**src/rtl/game_pkg.sv**
```systemverilog
// Shared types and round-length tables for the whack-a-mole round controller.
package game_pkg;

   typedef enum logic [2:0] {
      ST_IDLE,
      ST_ARM,
      ST_PLAY,
      ST_OVER,
      ST_PAUSED
   } state_e;

   typedef logic [3:0] bcd_t;

   // Round length in seconds per difficulty level: 60 / 45 / 30 / 15.
   localparam bcd_t ROUND_TENS [4] = '{4'd6, 4'd4, 4'd3, 4'd1};
   localparam bcd_t ROUND_ONES [4] = '{4'd0, 4'd5, 4'd0, 4'd5};

endpackage

```
**src/rtl/bcd_score_counter.sv**
```systemverilog
// Two-digit BCD score counter: synchronous clear, increment, saturates at 99.
module bcd_score_counter
   import game_pkg::*;
(
   input  logic clk,
   input  logic rst_n,
   input  logic clr_i,
   input  logic inc_i,
   output bcd_t tens_o,
   output bcd_t ones_o
);

   bcd_t tens_q, tens_d;
   bcd_t ones_q, ones_d;
   logic at_max;

   assign at_max = (tens_q == 4'd9) && (ones_q == 4'd9);

   always_comb begin
      tens_d = tens_q;
      ones_d = ones_q;
      if (clr_i) begin
         tens_d = 4'd0;
         ones_d = 4'd0;
      end else if (inc_i && !at_max) begin
         if (ones_q == 4'd9) begin
            ones_d = 4'd0;
            tens_d = tens_q + 4'd1;
         end else begin
            ones_d = ones_q + 4'd1;
         end
      end
   end

   always_ff @(posedge clk or negedge rst_n) begin
      if (!rst_n) begin
         tens_q <= 4'd0;
         ones_q <= 4'd0;
      end else begin
         tens_q <= tens_d;
         ones_q <= ones_d;
      end
   end

   assign tens_o = tens_q;
   assign ones_o = ones_q;

endmodule

```
**src/rtl/game_sequencer.sv**
```systemverilog
// Whack-a-mole round controller: timer loading, round end, BCD score, mole tick.
// Optional pause support is enabled by defining GAME_PAUSE_EN.
module game_sequencer
   import game_pkg::*;
#(
   parameter int MOLE_PERIOD = 50_000_000
) (
   input  logic       clk,
   input  logic       rst_n,
   input  logic       start,
   input  logic       pause,
   input  logic [1:0] level,
   input  logic       hit,
   input  logic [3:0] tmr_tens,
   input  logic [3:0] tmr_ones,
   output logic       tmr_load,
   output logic [3:0] tmr_load_tens,
   output logic [3:0] tmr_load_ones,
   output logic       mole_tick,
   output logic [3:0] score_tens,
   output logic [3:0] score_ones,
   output logic       playing,
   output logic       game_over
);

   localparam int CW = $clog2(MOLE_PERIOD + 1);

   state_e        state_q, state_d;
   logic [1:0]    level_q, level_d;
   logic [CW-1:0] mole_cnt_q, mole_cnt_d, mole_last;
   logic [31:0]   mole_period;
   logic          mole_tick_q, mole_tick_d;
   logic          playing_q, game_over_q;
   logic          tmr_zero, score_clr, score_inc;

`ifdef GAME_PAUSE_EN
   bcd_t hold_tens_q, hold_tens_d;
   bcd_t hold_ones_q, hold_ones_d;
`else
   logic unused_pause;
   assign unused_pause = pause;
`endif

   assign tmr_zero    = (tmr_tens == 4'd0) && (tmr_ones == 4'd0);
   // Short periods at high levels can shift to zero; treat that as a tick every cycle.
   assign mole_period = 32'(MOLE_PERIOD) >> level_q;
   assign mole_last   = (mole_period == 32'd0) ? '0 : CW'(mole_period - 32'd1);

   always_comb begin
      state_d       = state_q;
      level_d       = level_q;
      mole_cnt_d    = mole_cnt_q;
      mole_tick_d   = 1'b0;
      score_clr     = 1'b0;
      score_inc     = 1'b0;
      tmr_load      = 1'b0;
      tmr_load_tens = ROUND_TENS[level_q];
      tmr_load_ones = ROUND_ONES[level_q];
`ifdef GAME_PAUSE_EN
      hold_tens_d   = hold_tens_q;
      hold_ones_d   = hold_ones_q;
`endif
      case (state_q)
         ST_IDLE: begin
            tmr_load      = 1'b1;
            tmr_load_tens = ROUND_TENS[level];
            tmr_load_ones = ROUND_ONES[level];
            if (start) begin
               state_d = ST_ARM;
               level_d = level;
            end
         end
         ST_ARM: begin
            tmr_load   = 1'b1;
            score_clr  = 1'b1;
            mole_cnt_d = '0;
            state_d    = ST_PLAY;
         end
         ST_PLAY: begin
            score_inc = hit;
            if (mole_cnt_q >= mole_last) begin
               mole_cnt_d  = '0;
               mole_tick_d = 1'b1;
            end else begin
               mole_cnt_d = mole_cnt_q + CW'(1);
            end
            // Round end takes priority over a simultaneous pause request.
            if (tmr_zero) begin
               state_d = ST_OVER;
`ifdef GAME_PAUSE_EN
            end else if (pause) begin
               state_d     = ST_PAUSED;
               hold_tens_d = tmr_tens;
               hold_ones_d = tmr_ones;
`endif
            end
         end
         ST_OVER: begin
            if (start) begin
               state_d = ST_ARM;
               level_d = level;
            end
         end
`ifdef GAME_PAUSE_EN
         ST_PAUSED: begin
            tmr_load      = 1'b1;
            tmr_load_tens = hold_tens_q;
            tmr_load_ones = hold_ones_q;
            if (pause) begin
               state_d = ST_PLAY;
            end
         end
`endif
         default: state_d = ST_IDLE;
      endcase
   end

   always_ff @(posedge clk or negedge rst_n) begin
      if (!rst_n) begin
         state_q     <= ST_IDLE;
         level_q     <= 2'd0;
         mole_cnt_q  <= '0;
         mole_tick_q <= 1'b0;
         playing_q   <= 1'b0;
         game_over_q <= 1'b0;
`ifdef GAME_PAUSE_EN
         hold_tens_q <= 4'd0;
         hold_ones_q <= 4'd0;
`endif
      end else begin
         state_q     <= state_d;
         level_q     <= level_d;
         mole_cnt_q  <= mole_cnt_d;
         mole_tick_q <= mole_tick_d;
         playing_q   <= (state_d == ST_PLAY);
         game_over_q <= (state_d == ST_OVER);
`ifdef GAME_PAUSE_EN
         hold_tens_q <= hold_tens_d;
         hold_ones_q <= hold_ones_d;
`endif
      end
   end

   bcd_score_counter u_score (
      .clk    (clk),
      .rst_n  (rst_n),
      .clr_i  (score_clr),
      .inc_i  (score_inc),
      .tens_o (score_tens),
      .ones_o (score_ones)
   );

   assign mole_tick = mole_tick_q;
   assign playing   = playing_q;
   assign game_over = game_over_q;

endmodule

```
**config.mk**
```make
export PLATFORM = sky130hd
export DESIGN_NAME = game_sequencer
export DESIGN_NICKNAME = d
export VERILOG_FILES = /design/src/rtl/game_pkg.sv /design/src/rtl/bcd_score_counter.sv /design/src/rtl/game_sequencer.sv
export SDC_FILE = /design/constraint.sdc
export NUM_CORES = 1
export LEC_CHECK = 0
export BUFFER_PORTS_ARGS = -buffer_cell sky130_fd_sc_hd__buf_4
export CORE_MARGIN = 2
export CORE_UTILIZATION = 58
export CTS_CLUSTER_DIAMETER = 30
export DETAILED_ROUTE_END_ITERATION = 12
export GPL_TIMING_DRIVEN = 0
export MAX_ROUTING_LAYER = met4
export PLACE_DENSITY = 0.88
export SYNTH_ARGS = -nofsm -noshare
export SYNTH_HDL_FRONTEND = slang
export SYNTH_SLANG_ARGS = --single-unit
```
**constraint.sdc**
```tcl
create_clock -name clk -period 2.8 [get_ports clk]
set_input_delay 0.42 -clock clk [delete_from_list [all_inputs] [get_ports clk]]
set_output_delay 0.42 -clock clk [all_outputs]
set_load 0.005 [all_outputs]
```
======== Yosys cells after proc, flatten, opt, wreduce, memory -nomap -nowiden ========
Index checks and enable logic that the tools add are counted.
storage, ports and cells
  register bits after elaboration ......... 42
  bits of input ports ..................... 15
  word-level logic and storage cells ...... 71
  memories ................................ 0
  bits in latches ......................... 0
  memory bits (read-only) ................. 0
  output and inout port bits .............. 20
  bits in writable memories ............... 0
cells by class
  bitwise operators ....................... 2
  multiplexer cells ....................... 31
  shift operators ......................... 1
  reduce and logical (&&, ||, !) cells .... 15
  divide/modulo/power cells ............... 0
  $mul .................................... 0
  equality and inequality tests ........... 7
  $add $sub $neg .......................... 4
  order comparisons ....................... 3
operator list
  cell                                                                   count
  4-bit two-way mux                                                      16
  26-bit two-way mux                                                     2
  26-bit case mux with 2 select lines                                    1
  4-bit binary-select mux with 2-bit select                              4
  32-bit logical NOT                                                     1
  26-bit by 2-bit >> shifter with 32-bit output, first input constant    1
  26-bit by 1-bit adder with 26-bit output, second input constant        1
  26-bit >= comparator                                                   1
  26-bit by 1-bit subtractor with 26-bit output, second input constant   1
  3-bit by 2-bit equality test with 1-bit output, second input constant  4
  3-bit case mux with 3 select lines                                     1
  4-bit by 1-bit adder with 4-bit output, second input constant          2
  4-bit equality test, second input constant                             2
  4-bit logical NOT                                                      2
  3-bit >= comparator, second input constant                             2
  3-bit two-way mux                                                      2
  2-bit NOT with 3-bit output                                            2
  2-bit nonzero test                                                     3
  1-bit two-way mux                                                      5
  2-bit AND reduction                                                    2
  2-bit OR reduction                                                     2
  3-bit by 1-bit equality test with 1-bit output, second input constant  1
  1-bit logical AND                                                      3
  3-bit logical NOT                                                      1
  1-bit logical NOT                                                      1

======== Longest topological paths before layout ========
  word-level depth ........................ 6
  gate-level depth with buffers ........... 13
  gate-level depth less buffers ........... 11

======== By module ========
Synthesis repeated with hierarchy kept, for this count alone.
second synthesis, totals
  cell total of the unflattened synthesis .. 321
  area total of the unflattened synthesis .. 3,040.4 µm²
by module, submodules not included
  module             area an instance (µm²)  cells each  instances  sequential area each (µm²)
  game_sequencer     2,549.9                 271         1          850.8
  bcd_score_counter  490.5                   50          1          200.2

======== Least setup slack after synthesis ========
OpenSTA, ideal clock, no wires.
  path kind ............................... flip-flop to flip-flop
  start point ............................. register level_q[0]
  end point ............................... register mole_cnt_q[10]
  cell stages (with the launch flop) ...... 13
  path slack .............................. 0.315 ns
  period minus slack after synthesis ...... 2.485 ns
  library setup time ...................... 0.101 ns
  arrival ................................. 2.384 ns
  data required time ...................... 2.699 ns
  buffers on the path ..................... 1
  path through ............................ dfrtp_1 > inv_1 > nor2_1 > inv_1 > ha_1 > nand4_1 > nor2_1 > a2111oi_2 > nor4_2 > o2111ai_2 > nand2_1 > buf_4 > o311ai_2
between the ends
  cells in the longest elaborated chain, start to end .. 6
  elaborated cells on any way between the ends .. 7
  those cells by class .................... add/sub: 1; order compare: 1; shift: 1; mux: 3; reduce/logical: 1
ends and longest elaborated chain
  what                                                                                        RTL line               RTL
  from (decl)                                                                                 game_sequencer.sv:29   logic [1:0] level_q, level_d;
  from (signal assigned)                                                                      game_sequencer.sv:132  level_q <= level_d;
  26-bit by 2-bit >> shifter with 32-bit output (*)                                           game_sequencer.sv:46   assign mole_period = 32'(MOLE_PERIOD) >> level_q;
  26-bit by 1-bit subtractor with 26-bit output / 32-bit logical NOT (equally long branches)  game_sequencer.sv:47   assign mole_last = (mole_period == 32'd0) ? '0 : CW'(mole_period - 32'd1);
  26-bit two-way mux (*)                                                                      game_sequencer.sv:47
  26-bit >= comparator (*)                                                                    game_sequencer.sv:81   if (mole_cnt_q >= mole_last) begin
  26-bit two-way mux (*)                                                                      game_sequencer.sv:81
  26-bit case mux with 2 select lines (*)                                                     game_sequencer.sv:63   case (state_q)
  to (signal assigned)                                                                        game_sequencer.sv:133  mole_cnt_q <= mole_cnt_d;
  to (decl)                                                                                   game_sequencer.sv:30   logic [CW-1:0] mole_cnt_q, mole_cnt_d, mole_last;
Mark *: on every way between the ends. The rest lies on a longest branch, timed or not.
A chain may end at the register's enable or synchronous reset.

======== Worst setup path in the final report ========
  start point ............................. register level_q[1]
  end point ............................... register mole_cnt_q[1]
Same word-level chain as after synthesis.

==> flow_summary.json <==
{
  "slew-limit-headroom_pct": 33.3,
  "vdd_drop_max_mv": 0.306,
  "timing.critical_path.mode_cell": "buf_6",
  "maxClockFrequency_ghz": 0.354,
  "netlist_area_sq_um": 2870,
  "instances_no_fill": 426,
  "yosys.area.top_type": "dfrtp_1",
  "path_clk_slew_ps": 90,
  "gp_congestion": 0.921,
  "arrival_ps": 3030,
  "drive_gt1_share_pct": 25.1,
  "crit_fanout": 10,
  "io_pins": 35,
  "final_cell_area_sq_um": 3510,
  "track_usage_pct": 26.1,
  "finalCritPeriodShare_pct": 101,
  "start_util_pct": 60.3,
  "wl_per_cell_microns": 17.1,
  "hp-class": "in2async",
  "viasPerCell": 6.23,
  "fp.dieW_microns": 74.3,
  "synth_ff_type": "dfrtp_1",
  "grt_max_degree": 43,
  "start_kind": "register",
  "final_antenna_net_count": 0,
  "pre_cts_ws_ps": -220,
  "fin_crit_ps": 2830,
  "total_power_uw": 1640,
  "synthTopCellsByCount": "dfrtp_1, nand2_1, nand4_1",
  "max_stage_delay_ps": 440,
  "powerDensity_nw_per_um2": 468,
  "end_kind": "register",
  "vias": 2655,
  "critical_path_required_ps": 3000,
  "synth_area_leaders": "dfrtp_1, ha_1, o311ai_2",
  "area_growth_pct": 22.4,
  "numCtsBuffers": 5,
  "crit_slowest_cell": "dfrtp_1",
  "insertion_delay_ps": 300,
  "drcViolationCount": 0,
  "synth_cells": 310,
  "async_reset_ff_share_pct": 100,
  "grt_busiest_layer": "met2",
  "grt_pass1_vias": 2350,
  "placedCellCount": 413,
  "setup_ws_ps": -28.0,
  "gr-usage-met2_pct": 38.8,
  "dp_hpwl_mm": 4.74,
  "root_buffer": "clkbuf_8",
  "placed_area_sq_um": 3200,
  "critPathKind": "reg2reg",
  "finClkSkew_ps": 6.81,
  "overflow": 0,
  "cts_sinks": 42,
  "status": "complete, but fails checks",
  "avgSynthCellArea_sq_um": 9.25,
  "nets": 397,
  "fin_tns_setup_ps": -33.1,
  "ys_types": 50,
  "die_y_microns": 74.3,
  "diodes": 0,
  "setup_viol": 3,
  "port_buffers": 30,
  "synth-seq-cells": 42,
  "dieArea_sq_um": 5520,
  "ctsLongestPathBuffers": 2,
  "rows": 25,
  "core_area_sq_um": 4750,
  "cts_tree": "done",
  "maxSlewViolCount": 0,
  "violations": "setup timing",
  "yosysTopAreaCellShare_pct": 36.7,
  "worstPathCellList": "inv_2 -> nor2_4 -> inv_1 -> ha_4 -> o21ai_0 -> a211o_1 -> nor4_4 -> o2111ai_4 -> buf_6 -> buf_6 -> a32o_1",
  "ys_seq_area_share_pct": 36.7,
  "ys_warn_count": 0,
  "leakage_uw": 0.00156,
  "fillers": 327,
  "drt-initial-drc-count": 256,
  "max_cap_viol_count": 0,
  "antenna_found_initial": 0,
  "met3_usage_pct": 5.01,
  "grt_pass1_wl_mm": 10.8,
  "tightestPinTransition_ps": 985,
  "multiInputGateArea_sq_um": 1770,
  "regArea_sq_um": 1050,
  "holdBufCountCts": 0,
  "synth_edf_count": 0,
  "routed_wl_mm": 7.30,
  "dr.pass1.iters": 5,
  "hold_viol": 0,
  "use_met1_pct": 35.7,
  "h-tree-depth": 2
}
[area by class of cell]
class                           instances  share of cell area [%]
Multi-Input combinational cell        242                    50.6
Clock buffer                            5                    1.96
Timing Repair Buffer                   37                    8.63
Inverter                               16                    1.71
Buffer                                 14                    3.53
Clock inverter                          3                    1.25
Sequential cell                        42                    30.0
Tap cell                               67                    2.39
[power breakdown]
| group | switching (uW) | internal (uW) | total (uW) |
|---|---|---|---|
| Combinational | 240 | 198 | 438 |
| Sequential | 62.8 | 650 | 712 |
| Clock | 226 | 267 | 493 |
| Total | 528 | 1110 | 1640 |
[critical path: cells and delay by family, from the launching register on]
family,cells,cell delay (ps)
AO/OA/AOI/OAI,4,850
buffers and inverters,4,570
flip-flops,1,440
AND/OR/NAND/NOR,2,570
adder cells (fa/ha/maj),1,310
[sequential cells by signal (all words and copies together) (netlist names)]
name,flops
game_over,1
level_q,2
u_score.ones_o,4
mole_cnt_q,26
state_q,3
u_score.tens_o,4
playing,1
mole_tick,1
[layer usage]
layer	wire (microns)	vias up	part of all wire (%)
li1	-	1242	-
met1	3140	1257	43
met2	3470	127	48
met3	474	29	6.5
met4	214	0	2.9
met5	0	-	0
[repair_timing]
item                                    CTS  global route
endpoints found under the setup margin   27            27
gates cloned                              0             2
gates resized for setup                   5            28
pin swaps                                 0             7
buffers inserted                          1             4
[cells by family (layout without fill, tap and decap cells)]
logic type                 after synthesis  count (layout)  share of synthesized area [%]
AOI/OAI and AO/OA                       55              55                           17.4
muxes                                    5               5                           1.83
DFF                                     42              42                           36.7
buffers and inverters                   32              75                           5.67
and+or+nand+nor                        143             143                           25.5
xor gates and xnor gates                 6               6                           1.83
other                                    2               8                          0.262
adders and majority gates               25              25                           10.8
[through the flow]
stage,hold slack [ps],utilization (%)
global placement,435,67.3
finish,94.2,73.8
floorplan,124,-
detailed placement,441,67.3
global route,121,73.8
CTS,112,70.0
[layout by cell type, fill, tap and decap left out, types with 7 or more instances in the layout]
cell	count
nand4_1	25
nor3_1	7
nor2_1	17
o311ai_2	11
dfrtp_1	42
ha_1	23
nand3_1	20
conb_1	8
inv_1	14
nand2_1	39
a21oi_1	8
buf_4	38
[final timing paths]
| check | startpoint | endpoint | slack (ps) | cells past startpoint |
|---|---|---|---|---|
| max | level_q[1] | mole_cnt_q[1] | -30 | 11 |
| min | rst_n | mole_cnt_q[18] | 90 | 1 |
| max reg2reg | level_q[1] | mole_cnt_q[1] | -30 | 11 |
| min reg2reg | mole_cnt_q[2] | mole_cnt_q[2] | 540 | 1 |
| max in group asynchronous | rst_n | state_q[1] | 2340 | 1 |
| min in group clk | level[1] | level_q[1] | 360 | 2 |
(Power assumes the default switching activity.)
